<file path="src/rtl/dtcctf_clkctrl.sv">
// dtcctf_clkctrl: supervisor for the DTC clock path.
// It qualifies the DTC clock from the measurement strobes, then releases the
// PLL reset and waits for lock. After a settle period it moves the clock mux
// onto the PLL output. Any loss falls back to the local clock and restarts
// qualification.
//
// Build option: DTCCTF_CLKCTRL_RETRY_EN
//   - defined:   a lock timeout returns to S_WAIT and qualification restarts.
//   - undefined: a lock timeout parks the FSM in S_FAIL until reset or until
//                force_local is pulsed.
//
// state    | meaning
// S_WAIT   | local clock, PLL held in reset, counting good strobes
// S_PLLRST | PLL reset held for RST_CYCLES cycles
// S_LOCK   | PLL reset released, waiting for locked_s (bounded by timeout)
// S_SETTLE | lock must stay high for SETTLE_CYCLES before switching
// S_RUN    | mux on DTC PLL clock, watching for loss
// S_FAIL   | lock timed out, sticky (only when retry is disabled)
module dtcctf_clkctrl #(
  parameter logic [15:0] QUAL_COUNT    = 16'd2000,
  parameter logic [7:0]  RST_CYCLES    = 8'd16,
  parameter logic [15:0] LOCK_TIMEOUT  = 16'd50000,
  parameter logic [7:0]  SETTLE_CYCLES = 8'd8
) (
  input  logic       clk0,
  input  logic       rstn,
  input  logic       meas_dv,
  input  logic       meas_ok,
  input  logic       pll_locked,
  input  logic       force_local,
  output logic       pll_rst,
  output logic       clksel,
  output logic [2:0] ctrl_state,
  output logic [7:0] lost_cnt,
  output logic       lost_irq
);

  typedef enum logic [2:0] {
    S_WAIT   = 3'd0,
    S_PLLRST = 3'd1,
    S_LOCK   = 3'd2,
    S_SETTLE = 3'd3,
    S_RUN    = 3'd4,
    S_FAIL   = 3'd5
  } state_t;

  state_t      r_state;
  logic        r_sync1;
  logic        r_locked_s;
  logic [15:0] r_qual_cnt;
  logic [15:0] r_timer;

  state_t      w_nxt_state;
  logic        w_good;
  logic        w_bad;
  logic        w_loss;
  logic        w_qual_inc;
  logic        w_pll_rst_nxt;

  assign w_good = meas_dv & meas_ok;
  assign w_bad  = meas_dv & ~meas_ok;

  assign ctrl_state = r_state;

  // Next-state decision; force_local overrides everything, then loss/abort,
  // then timeout, then normal progress.
  always_comb begin
    w_nxt_state = r_state;
    w_loss      = 1'b0;
    w_qual_inc  = 1'b0;
    if (force_local) begin
      w_nxt_state = S_WAIT;
    end else begin
      case (r_state)
        S_WAIT: begin
          if (w_good) begin
            if (r_qual_cnt == (QUAL_COUNT - 16'd1)) w_nxt_state = S_PLLRST;
            else                                    w_qual_inc  = 1'b1;
          end
        end
        S_PLLRST: begin
          if (r_timer == {8'd0, RST_CYCLES - 8'd1}) w_nxt_state = S_LOCK;
        end
        S_LOCK: begin
          if (w_bad) begin
            w_nxt_state = S_WAIT;
          end else if (r_timer == (LOCK_TIMEOUT - 16'd1)) begin
`ifdef DTCCTF_CLKCTRL_RETRY_EN
            w_nxt_state = S_WAIT;
`else
            w_nxt_state = S_FAIL;
`endif
          end else if (r_locked_s) begin
            w_nxt_state = S_SETTLE;
          end
        end
        S_SETTLE: begin
          if (w_bad || !r_locked_s)                        w_nxt_state = S_WAIT;
          else if (r_timer == {8'd0, SETTLE_CYCLES - 8'd1}) w_nxt_state = S_RUN;
        end
        S_RUN: begin
          if (w_bad || !r_locked_s) begin
            w_nxt_state = S_WAIT;
            w_loss      = 1'b1;
          end
        end
        S_FAIL:  w_nxt_state = S_FAIL;
        default: w_nxt_state = S_WAIT;
      endcase
    end
  end

  // PLL reset is asserted whenever the PLL output is not being waited on or used.
  assign w_pll_rst_nxt = (w_nxt_state == S_WAIT) || (w_nxt_state == S_PLLRST) ||
                         (w_nxt_state == S_FAIL);

  // State, lock synchronizer, counters and registered outputs decoded from next state.
  always_ff @(posedge clk0 or negedge rstn) begin
    if (!rstn) begin
      r_state    <= S_WAIT;
      r_sync1    <= 1'b0;
      r_locked_s <= 1'b0;
      r_qual_cnt <= 16'd0;
      r_timer    <= 16'd0;
      pll_rst    <= 1'b1;
      clksel     <= 1'b0;
      lost_cnt   <= 8'd0;
      lost_irq   <= 1'b0;
    end else begin
      r_sync1    <= pll_locked;
      r_locked_s <= r_sync1;
      r_state    <= w_nxt_state;
      pll_rst    <= w_pll_rst_nxt;
      clksel     <= (w_nxt_state == S_RUN);
      lost_irq   <= w_loss;
      if (w_loss && (lost_cnt != 8'hFF)) lost_cnt <= lost_cnt + 8'd1;

      if (force_local || (w_nxt_state != r_state)) begin
        r_qual_cnt <= 16'd0;
        r_timer    <= 16'd0;
      end else if (r_state == S_WAIT) begin
        if (w_qual_inc)  r_qual_cnt <= r_qual_cnt + 16'd1;
        else if (w_bad)  r_qual_cnt <= 16'd0;
      end else if ((r_state == S_PLLRST) || (r_state == S_LOCK) ||
                   (r_state == S_SETTLE)) begin
        r_timer <= r_timer + 16'd1;
      end
    end
  end

endmodule

</file>
<file path="config.mk">
export PLATFORM = sky130hd
export DESIGN_NAME = dtcctf_clkctrl
export DESIGN_NICKNAME = d
export VERILOG_FILES = /design/src/rtl/dtcctf_clkctrl.sv
export SDC_FILE = /design/constraint.sdc
export NUM_CORES = 1
export LEC_CHECK = 0
export CAP_MARGIN = 30
export CORE_UTILIZATION = 57
export CTS_CLUSTER_DIAMETER = 200
export CTS_CLUSTER_SIZE = 14
export DETAILED_ROUTE_END_ITERATION = 16
export GPL_ROUTABILITY_DRIVEN = 0
export PLACE_DENSITY_LB_ADDON = 0.2
export SLEW_MARGIN = 20
export SYNTH_ARGS = -nofsm -noshare
export SYNTH_HDL_FRONTEND = slang
export SYNTH_SLANG_ARGS = --single-unit
</file>
<file path="constraint.sdc">
create_clock -name clk0 -period 3.1 [get_ports clk0]
set_input_delay 0.93 -clock clk0 [delete_from_list [all_inputs] [get_ports clk0]]
set_output_delay 0.93 -clock clk0 [all_outputs]
set_load 0.05 [all_outputs]
</file>
==> flow_summary_export.csv <==
group,metric,value,unit
clock_tree,clkSinkCount,48,
clock_tree,path_clk_slew,0.08,ns
synth,synth_top_area_share,47.59,%
clock_tree,cts_setup_buffers,0,
global_routing,grt_max_degree,30,
worst_setup_path,cp-start-kind,"primary input",
routing,drt.antenna.violating_nets,0,
die,coreArea,4086,um2
synth,yosys-top-cells-count,"dfrtp_1, nor2_1, nand2_1",
worst_setup_path,crit_slowest_cell,"clkdlybuf4s50_1",
pwr,p_leak,1.216,nW
synth,synth_most_common_cell,"dfrtp_1",
worst_setup_path,crit_path_max_incr_delay,0.42,ns
min_path,hold_depth,0,
pwr,ir_worst_vdd,275.7,uV
synth,syn_nets,257,
routing,wl_per_cell,14.16,um
synth,syn-mean-instance-area,9.964,um2
layout,final_core_util,70.67,%
worst_setup_path,endpoint_kind,"flip-flop",
pwr,finalPower,0.001058,W
placement,dp_hpwl,3.379,mm
synth,synth_ff_type,"dfrtp_1",
synth,synth_area_leader_cell,"dfrtp_1",
layout,areaGrowthSynthToFinish,16.86,%
routing,num_vias,1955,
sta,relSlewSlack,59.78,%
layout,register_area,1202,um2
pwr,p_sw,0.0002303,W
min_path,hold_end,"r_locked_s",
worst_setup_path,worstPathMaxFanout,8,
global_routing,grt_use_total,23.85,%
min_path,min_from,"r_sync1",
routing,firstDrtPassIters,4,
worst_setup_path,r2r-start,"r_timer[11]",
die,ios,20,
pwr,pwr-share-comb,4.9,%
clock_tree,clk_latency,0.30,ns
die,initial_core_util,60.47,%
worst_setup_path,timing.rr.end,"r_qual_cnt[9]",
min_path,hold_class,"flip-flop to flip-flop",
die,fp-row-count,23,
synth,synth-seq-cells,48,
die,die_area,4602,um2
worst_setup_path,reg2reg_depth,6,
sta,hold_viol,0,
sta,fin_crit_sh,95.85,%
synth,synth_warnings,0,
sta,fmax,0.3365,GHz
die,die_x,67.84,um
routing,drc,0,
layout,final_area,2888,um2
layout,multi_input_area,1220,um2
global_routing,grt_pass1_wl,8.114,mm
sta,slew_violations,0,
global_routing,antenna_found_initial,0,
worst_setup_path,cp.arrival,3.18,ns
clock_tree,cts_tree,"done",
global_routing,grt_pass1_vias,1809,
clock_tree,h-tree-depth,2,
routing,wirelength,4.715,mm
sta,skew,0.006898,ns
synth,synth_edf_count,0,
clock_tree,clock_path_buffers,2,
clock_tree,cts_hold_buffers,0,
synth,synth_area,2471,um2
synth,seq_area_frac_synth,48.66,%
synth,synthTopCellsByArea,"dfrtp_1, xnor2_1, xor2_1",
routing,via_per_inst,5.871,
layout,diodes,0,
routing,first_iter_violations,148,
worst_setup_path,r2r_setup_slack,0.56,ns
clock_tree,cts_resized,0,
outcome,status,"finished clean",
sta,finalSetupViolations,0,
sta,worst_slew_pin_slew,0.6010,ns
worst_setup_path,cp_data_required_time,3.31,ns
layout,drive_above_1_share,13.07,%
pwr,power_frac_seq,59.5,%
sta,finalCriticalPeriod,2.971,ns
sta,grt_setup_unrepaired,"no",
synth,ys_types,46,
layout,fillCellCount,321,
synth,synthCells,248,
layout,nets,291,
job,drv_cap,0,
pwr,clockPowerShare,35.6,%
pwr,p_sw_share,21.77,%
placement,place_area,2794,um2
global_routing,grt.overflow.total,0,
synth,async_reset_ff_share,100.0,%
pwr,internal_power,0.0008275,W
clock_tree,cts-buffers-inserted,5,
clock_tree,root_buffer,"clkbuf_8",
worst_setup_path,path_cells,"clkdlybuf4s50_1 -> nor2b_1 -> nor4b_1 -> a21bo_2 -> a311o_1 -> a211o_1 -> buf_4 -> nor3_1",
die,die_h,67.84,um
placement,portBuffers,19,
pwr,p_per_area,366.3,nW/um2
worst_setup_path,crit_type,"primary input to flip-flop",
## worst max-delay path by stage
stage	from	depth (start not counted)	slack (ns)	end
after detailed placement	meas_dv	8	-0.19	r_qual_cnt[9]
after global routing	meas_dv	8	0.05	r_qual_cnt[13]
after global placement	meas_dv	8	-0.10	r_qual_cnt[8]
after floorplan	meas_dv	7	0.41	r_qual_cnt[11]
final	meas_dv	8	0.13	r_qual_cnt[9]
after CTS	meas_dv	8	0.12	r_qual_cnt[9]
## metal layers
| layer | GRT usage [%] | vias up | share of wire [%] | wire [um] |
|---|---|---|---|---|
| met1 | 33.41 | 955 | 49 | 2327 |
| met2 | 36.76 | 42 | 44 | 2083 |
| li1 | - | 953 | - | - |
| met3 | 5.000 | 5 | 5.2 | 247 |
| met4 | 8.073 | 0 | 1.2 | 57 |
| met5 | 0 | - | 0 | 0 |
## cell type report
cell class,count,area share (%)
clock buffers,7,2.990
clock inverters,1,0.2600
flip-flops and latches,48,41.64
well taps,50,2.166
inverters,3,0.3899
repair buffers,34,10.31
multi-input cells,190,42.24
## critical path, delay by kind of cell
kind | cells | cell delay, ns
and+or+nand+nor | 3 | 0.69
buffers and inverters | 2 | 0.61
AOI/OAI and AO/OA | 3 | 0.96
## flip-flops by register name (all words and copies together) (netlist names)
register    count
clksel          1
lost_irq        1
r_sync1         1
r_qual_cnt     16
pll_rst         1
ctrl_state      3
r_locked_s      1
r_timer        16
lost_cnt        8
## cells in the final DEF, fill, tap and decap left out, types with 2 or more instances in the layout
master and n:
clkbuf_8 6, ha_1 3, nand4_1 9, nand2b_1 5, and3_1 10, nand4b_1 2
nor3_1 13, or4b_2 3, clkdlybuf4s50_1 18, or4_4 2, o21ai_0 3, nand3_1 12
or4_1 4, nor2_1 29, and2_1 2, xor2_1 13, o21ba_2 2, nor4_1 4
dfrtp_1 47, mux2i_1 2, a21oi_1 6, o211ai_1 3, or3_1 4, buf_4 15
mux2_2 3, and4_1 3, inv_1 3, xnor2_1 16, nand2_1 20, nor2b_1 2
## cells by family (layout without fill, tap and decap cells)
family          after synthesis  count (layout)  synth area share [%]
fa+ha+maj                     3               3                 1.519
buf+inv                      10              45                 1.974
compound gates               23              23                 6.633
xor+xnor                     29              29                 10.28
simple gates                130             130                 28.76
mux                           5               5                 2.177
flops                        48              48                 48.66
## power groups by stage
stage	clock [W]	combinational [W]	sequential (W)
6_report	0.000377	0.0000514	0.000629
5_1_grt	0.000411	0.0000581	0.000630
4_1_cts	0.000389	0.0000525	0.000629
3_5_place_dp	0	0.0000522	0.000642
3_3_place_gp	0	0.0000514	0.000642
2_1_floorplan	0	0.0000175	0.000643
## per-stage QoR
stage | worst slack (ns) | std cells | hold WS (ns) | setup TNS, ns
4_1_cts | 0.1187 | 333 | 0.3542 | 0
2_1_floorplan | 0.4129 | 248 | 0.3312 | 0
5_1_grt | 0.04649 | 333 | 0.3693 | 0
6_report | 0.1285 | 333 | 0.3513 | 0
3_3_place_gp | -0.1023 | 325 | 0.3337 | -2.081
3_5_place_dp | -0.1885 | 325 | 0.3347 | -3.414
Power figures use the tool's default switching activity.
